[src/rtl/fir_out_requant.sv]
// Requantises wide symmetric-FIR results to audio width (round, shift, clip) and buffers
// them in a small FIFO feeding a valid/ready stream. Optional saturation counter: FIR_OUT_SAT_CNT_EN.
module fir_out_requant #(
  parameter int IN_BITS    = 32,
  parameter int OUT_BITS   = 16,
  parameter int SHIFT      = 11,
  parameter int ROUND      = 1,
  parameter int FIFO_DEPTH = 8,
  parameter int LVL_BITS   = 4
) (
  input  logic                clk,
  input  logic                rst,
  input  logic                din_vld,
  input  logic [IN_BITS-1:0]  din,
  output logic [OUT_BITS-1:0] dout,
  output logic                dout_vld,
  input  logic                dout_rdy,
  output logic [LVL_BITS-1:0] fifo_level,
  output logic                sat_flag,
  output logic                overflow,
  output logic [15:0]         sat_cnt
);

  localparam int AW = LVL_BITS - 1;
  localparam logic signed [IN_BITS:0] RND =
    (ROUND != 0) ? ({{IN_BITS{1'b0}}, 1'b1} << (SHIFT - 1)) : '0;
  localparam logic signed [IN_BITS:0] MAXV = {{(IN_BITS-OUT_BITS+2){1'b0}}, {(OUT_BITS-1){1'b1}}};
  localparam logic signed [IN_BITS:0] MINV = {{(IN_BITS-OUT_BITS+2){1'b1}}, {(OUT_BITS-1){1'b0}}};
  localparam logic [LVL_BITS-1:0] FULL_LVL = LVL_BITS'(FIFO_DEPTH);

  // Stage 1: one extra bit keeps the rounding add from wrapping at max positive.
  logic signed [IN_BITS:0] sum, s1;
  logic                    s1_vld;

  assign sum = $signed({din[IN_BITS-1], din}) + RND;

  always_ff @(posedge clk) begin
    if (rst) begin
      s1_vld <= 1'b0;
      s1     <= '0;
    end else begin
      s1_vld <= din_vld;
      if (din_vld) s1 <= sum >>> SHIFT;
    end
  end

  // Stage 2: clip to output range.
  logic                hi, lo, clip;
  logic [OUT_BITS-1:0] s2;

  always_comb begin
    hi   = s1 > MAXV;
    lo   = s1 < MINV;
    clip = hi | lo;
    s2   = s1[OUT_BITS-1:0];
    if (hi)      s2 = MAXV[OUT_BITS-1:0];
    else if (lo) s2 = MINV[OUT_BITS-1:0];
  end

  // FIFO
  logic [OUT_BITS-1:0] mem [FIFO_DEPTH];
  logic [AW-1:0]       wr_ptr, rd_ptr;
  logic                pop, full, push, drop;

  assign dout_vld = fifo_level != '0;
  assign dout     = dout_vld ? mem[rd_ptr] : '0;
  assign pop      = dout_vld & dout_rdy;
  assign full     = fifo_level == FULL_LVL;
  assign push     = s1_vld & (~full | pop);
  assign drop     = s1_vld & full & ~pop;

  always_ff @(posedge clk) begin
    if (push) mem[wr_ptr] <= s2;
  end

  always_ff @(posedge clk) begin
    if (rst) begin
      wr_ptr     <= '0;
      rd_ptr     <= '0;
      fifo_level <= '0;
      sat_flag   <= 1'b0;
      overflow   <= 1'b0;
    end else begin
      sat_flag <= s1_vld & clip;
      if (push) wr_ptr <= wr_ptr + 1'b1;
      if (pop)  rd_ptr <= rd_ptr + 1'b1;
      if (push & ~pop)      fifo_level <= fifo_level + 1'b1;
      else if (pop & ~push) fifo_level <= fifo_level - 1'b1;
      if (drop) overflow <= 1'b1;
    end
  end

`ifdef FIR_OUT_SAT_CNT_EN
  always_ff @(posedge clk) begin
    if (rst)                                 sat_cnt <= '0;
    else if (sat_flag && sat_cnt != 16'hFFFF) sat_cnt <= sat_cnt + 16'd1;
  end
`else
  assign sat_cnt = '0;
`endif

endmodule

[config.mk]
export PLATFORM = sky130hd
export DESIGN_NAME = fir_out_requant
export DESIGN_NICKNAME = d
export VERILOG_FILES = /design/src/rtl/fir_out_requant.sv
export SDC_FILE = /design/constraint.sdc
export NUM_CORES = 1
export LEC_CHECK = 0
export ABC_AREA = 1
export CORE_UTILIZATION = 30
export DETAILED_ROUTE_END_ITERATION = 6
export GPL_ROUTABILITY_DRIVEN = 0
export GPL_TIMING_DRIVEN = 0
export HOLD_SLACK_MARGIN = 0.02
export PLACE_DENSITY = 0.57
export SYNTH_ARGS = -nofsm -noshare
export SYNTH_HDL_FRONTEND = slang
export SYNTH_SLANG_ARGS = --single-unit
[constraint.sdc]
create_clock -name clk -period 6.4 [get_ports clk]
set_input_delay 1.92 -clock clk [delete_from_list [all_inputs] [get_ports clk]]
set_output_delay 1.92 -clock clk [all_outputs]
set_load 0.1 [all_outputs]
# --- Word level (Yosys, flattened, before mapping) ---
# Memory sizes are Yosys's and may differ from the RTL's. A register that Yosys moved wholly into a read port is not among the register bits.
# Cells that the tools add are included.
# W data, S select, Z words.
totals:
  regBits: 35
  ramBits: 128
  in_bits: 36
  memories: 1
mem_list:
  columns: ["memory", "depth", "width", "rd", "rd_clocked_by_memory_dff", "wr", "line_no", "source"]
  rows:
  - ["mem", 8, 16, 1, 1, 1, "61", "logic [OUT_BITS-1:0] mem [FIFO_DEPTH];"]
classes:
  n_addsub: 5
  order_cmp: 2
  eq_ne: 1
  mux: 9
  n_bitwise: 12
  reduce_logical: 2
ops:
  columns: ["cell", "n"]
  rows:
  - ["$mux W16", 3]
  - ["$add A32 B12 Y33 const B", 1]
  - ["$gt A22 B16 Y1 const B", 1]
  - ["$lt A22 B16 Y1 const B", 1]
  - ["$mux W4", 2]
  - ["$and A1 B1 Y1", 7]
  - ["$add A3 B1 Y3 const B", 2]
  - ["$mux W3", 2]
  - ["$add A4 B1 Y4 const B", 1]
  - ["$eq A4 B4 Y1 const B", 1]
  - ["$reduce_bool A4 Y1", 1]
  - ["$sub A4 B1 Y4 const B", 1]
  - ["$not A1 Y1", 3]
  - ["$mux W1", 2]
  - ["$or A1 B1 Y1", 2]
  - ["$reduce_bool A2 Y1", 1]

# --- Depth between registers and ports, before layout ---
depth:
  ltp_word: 8
  depth_mapped: 13
  mapped_depth_nobuf: 13

# --- Least setup slack after synthesis ---
# No wires, ideal clock.
synth_timing:
  path_type: "register to output"
  from: "register fifo_level[0]"
  to: "output dout[10]"
  arrival_time_ns: 3.966
  required_ns: 4.480
  path_slack_ns: 0.514
  stages_incl_launch_ff: 7
  path_cell_list: "dfxtp_1 nor2_1 nand3_1 buf_2 clkbuf_1 o21ai_0 nor2_1"
synth_via:
  elab_chain_len: 2
synth_lines:
  columns: ["element", "line_no", "source"]
  rows:
  - ["start, declared", "18", "output logic [LVL_BITS-1:0] fifo_level,"]
  - ["start signal, assigned", "87", "if (push & ~pop) fifo_level <= fifo_level + 1'b1;"]
  - ["start signal, assigned", "88", "else if (pop & ~push) fifo_level <= fifo_level - 1'b1;"]
  - ["$reduce_bool A4 Y1", "65", "assign dout_vld = fifo_level != '0;"]
  - ["via dout_vld", "16", "output logic dout_vld,"]
  - ["$mux W16", "66", "assign dout = dout_vld ? mem[rd_ptr] : '0;"]
  - ["end, declared", "15", "output logic [OUT_BITS-1:0] dout,"]
# The timed path passes the listed nets, and every way through them passes these cells.

==> run metrics <==
Layout Skew 10.9 ps; Pwr Density 411 nW/um^2; largest net degree at the start of global routing 17; FILL cells 2459; Max FO, Critical Path 10; layer carrying the most global-route usage met2; fin nets 897; die footprint 25300 um^2; Worst Path Arrival 3230 ps; met2 Track Usage GR 23.3%; Yosys top cell area share 51.9%; drt via density 4.47; I/O pin cnt 75; number of port buffers 46; Reg area 4600 um^2; worst rel slew slack 34.7%; die width 159 um; largest cells by area after synthesis edfxtp_1 (52%), dfxtp_1 (10%), nor2_1 (8.5%), o21ai_0 (7.8%), nand2_1 (4.5%); fmax 194 MHz; Avg Cell Area, Syn 9.62 um^2; die height 159 um; antenna cells 0; Worst-Skew Late Latency 430 ps; worst slew pin tran 976 ps; vias after detailed routing 5329; Yosys warnings 0; Core Area 24200 um^2; kind of critical path flop to output pin; Residual DRC 0; Mapped Area 7410 um^2; commonest non-fill, non-tap cells in the layout nor2_1 (161), edfxtp_1 (128), o21ai_0 (115); hpwl dp 12.1 mm; number of routed nets with antenna violations 0; Unique masters post-synth 31; M1 GR Usage 18.2%; min cycle time layout 5150 ps; CTS tree yes; Seq/Total Area, Yosys 62.2%; max cap viols 0; clk root buf clkbuf_16; initial antenna violation count 0; most common cell after layout, fill and taps aside nor2_1; ratio of cells with drive above 1 in the final layout 8.54%; VDD IR-drop max 0.198 mV; clock buffer count from CTS 17; hold_buf cts 0; initial core utilization 30.6%; Sink Count 166; Critical Path RT 4480 ps; non-filler cells, final 1191; Final Cycle Share 80.5%; Seq cells post-synth 166; status finished, final reports clean; # rows 57; CP Launch Type flop; largest area contributor in the netlist edfxtp_1; Routed wire per std cell 14.2 um; Layout area overhead 20.6%; Slew Limit Fails 0; total grt overflow 0; RSZ-0062 raised after global routing no; first-pass GRT wire length 27.6 mm; CTS resizes 0; first drt pass iteration count 5; number of global-route vias before repair 5170; # setup viols final 0; CTS max path bufs 2; met3 Track Usage GR 2.76%; GRT Total Usage 14.2%; synthesized instance count 770; Cells after DPL 1159; Iteration-0 DRC Markers 384; post-CTS setup buffer count 0; leakage power 3.26 nW; routed wire length 17.0 mm; Critical Path End Type output pin; total negative slack 0 ps; area of the multi-input gates 2400 um^2; Final Hold Vio Count 0; H-tree Lvls 4; Hold WC Path Type flop to flop; R2R Setup Slk 4130 ps; clk slew on worst S/H paths 70 ps
-- cells in the mapped netlist --
library cell,number
nor2_2,2
or2_0,3
clkinv_1,1
a21oi_1,42
conb_1,1
fa_1,1
xnor2_1,5
inv_2,1
nor2_1,168
ha_1,6
nor3_2,1
clkbuf_1,24
nand3_1,26
nand3_2,2
edfxtp_1,128
or2_2,1
and2_1,2
o21ai_1,13
nand3b_1,4
buf_2,10
nor3_1,1
inv_1,53
xor2_1,9
dfxtp_1,38
buf_1,1
o21ai_0,115
nand4_1,4
buf_4,17
nand2_1,89
nor2_4,1
o21bai_1,1
-- per-stage QoR --
step / instance area, um^2 / total power, mW / utilization [%] / setup WS [ps] / hold slack [ps]
2_1_floorplan: 7460 / 2.39 / - / 514 / 437
3_3_place_gp: 8330 / 2.77 / 34.4 / 1610 / 461
3_5_place_dp: 8400 / 2.78 / 34.6 / 1670 / 463
4_1_cts: 8930 / 3.69 / 36.8 / 1190 / 480
5_1_grt: 8930 / 3.85 / 36.8 / 999 / 490
6_report: 8930 / 3.67 / 36.8 / 1250 / 476
-- critical path: stages (launching register included) --
cell and delay, ps:
dfxtp_1 310, buf_2 230, clkbuf_1 480, o21ai_0 170
o21ai_0 240, nor2_1 80, nor2_1 140, clkdlybuf4s50_1 1150
-- path summary, 6_finish.rpt --
path                  from         to  cells past startpoint
max                   flop    dout[9]                      7
max reg2reg  fifo_level[0]  mem[0][5]                      5
min reg2reg         s1_vld   sat_flag                      2
min                 s1_vld   sat_flag                      2
-- power breakdown --
part	internal (mW)	total [mW]	leakage [nW]	switching, mW
sequential	1.23	1.25	1.46	0.0237
combinational	0.342	1.50	1.55	1.16
clock	0.497	0.917	0.247	0.421
total	2.07	3.67	3.26	1.60
-- cells by family (layout without fill, tap and decap cells) --
family	Yosys count	after routing	share of synthesized area (%)
adders and majority gates	7	7	1.28
buffers and inverters	107	189	6.45
and+or+nand+nor	304	304	16.8
other	1	16	0.0506
AOI/OAI and AO/OA	171	171	11.6
xor gates and xnor gates	14	14	1.66
DFF	166	166	62.2
-- cell type report --
cell class / count / share of cell area (%)
Sequential cell: 166 / 51.6
Inverter: 55 / 2.31
Tap cell: 324 / 4.54
Clock inverter: 14 / 1.13
Buffer: 52 / 3.04
Timing Repair Buffer: 50 / 5.74
Multi-Input combinational cell: 512 / 26.9
Clock buffer: 18 / 4.81
-- state kept, by name, indices dropped and copies added (netlist names), named ones only --
| register | cells |
|---|---|
| mem | 128 |
| rd_ptr | 3 |
| fifo_level | 4 |
| wr_ptr | 3 |
| s1 | 22 |
| sat_flag | 1 |
| overflow | 1 |
| s1_vld | 1 |
-- routing by layer --
layer / part of all wire (%) / routed length [um] / up-vias
met5: 0 / 0 / -
met4: 1.7 / 293 / 0
met3: 4.6 / 783 / 24
met2: 47 / 8060 / 130
met1: 46 / 7830 / 2446
li1: - / - / 2729
(Power assumes the default switching activity.)
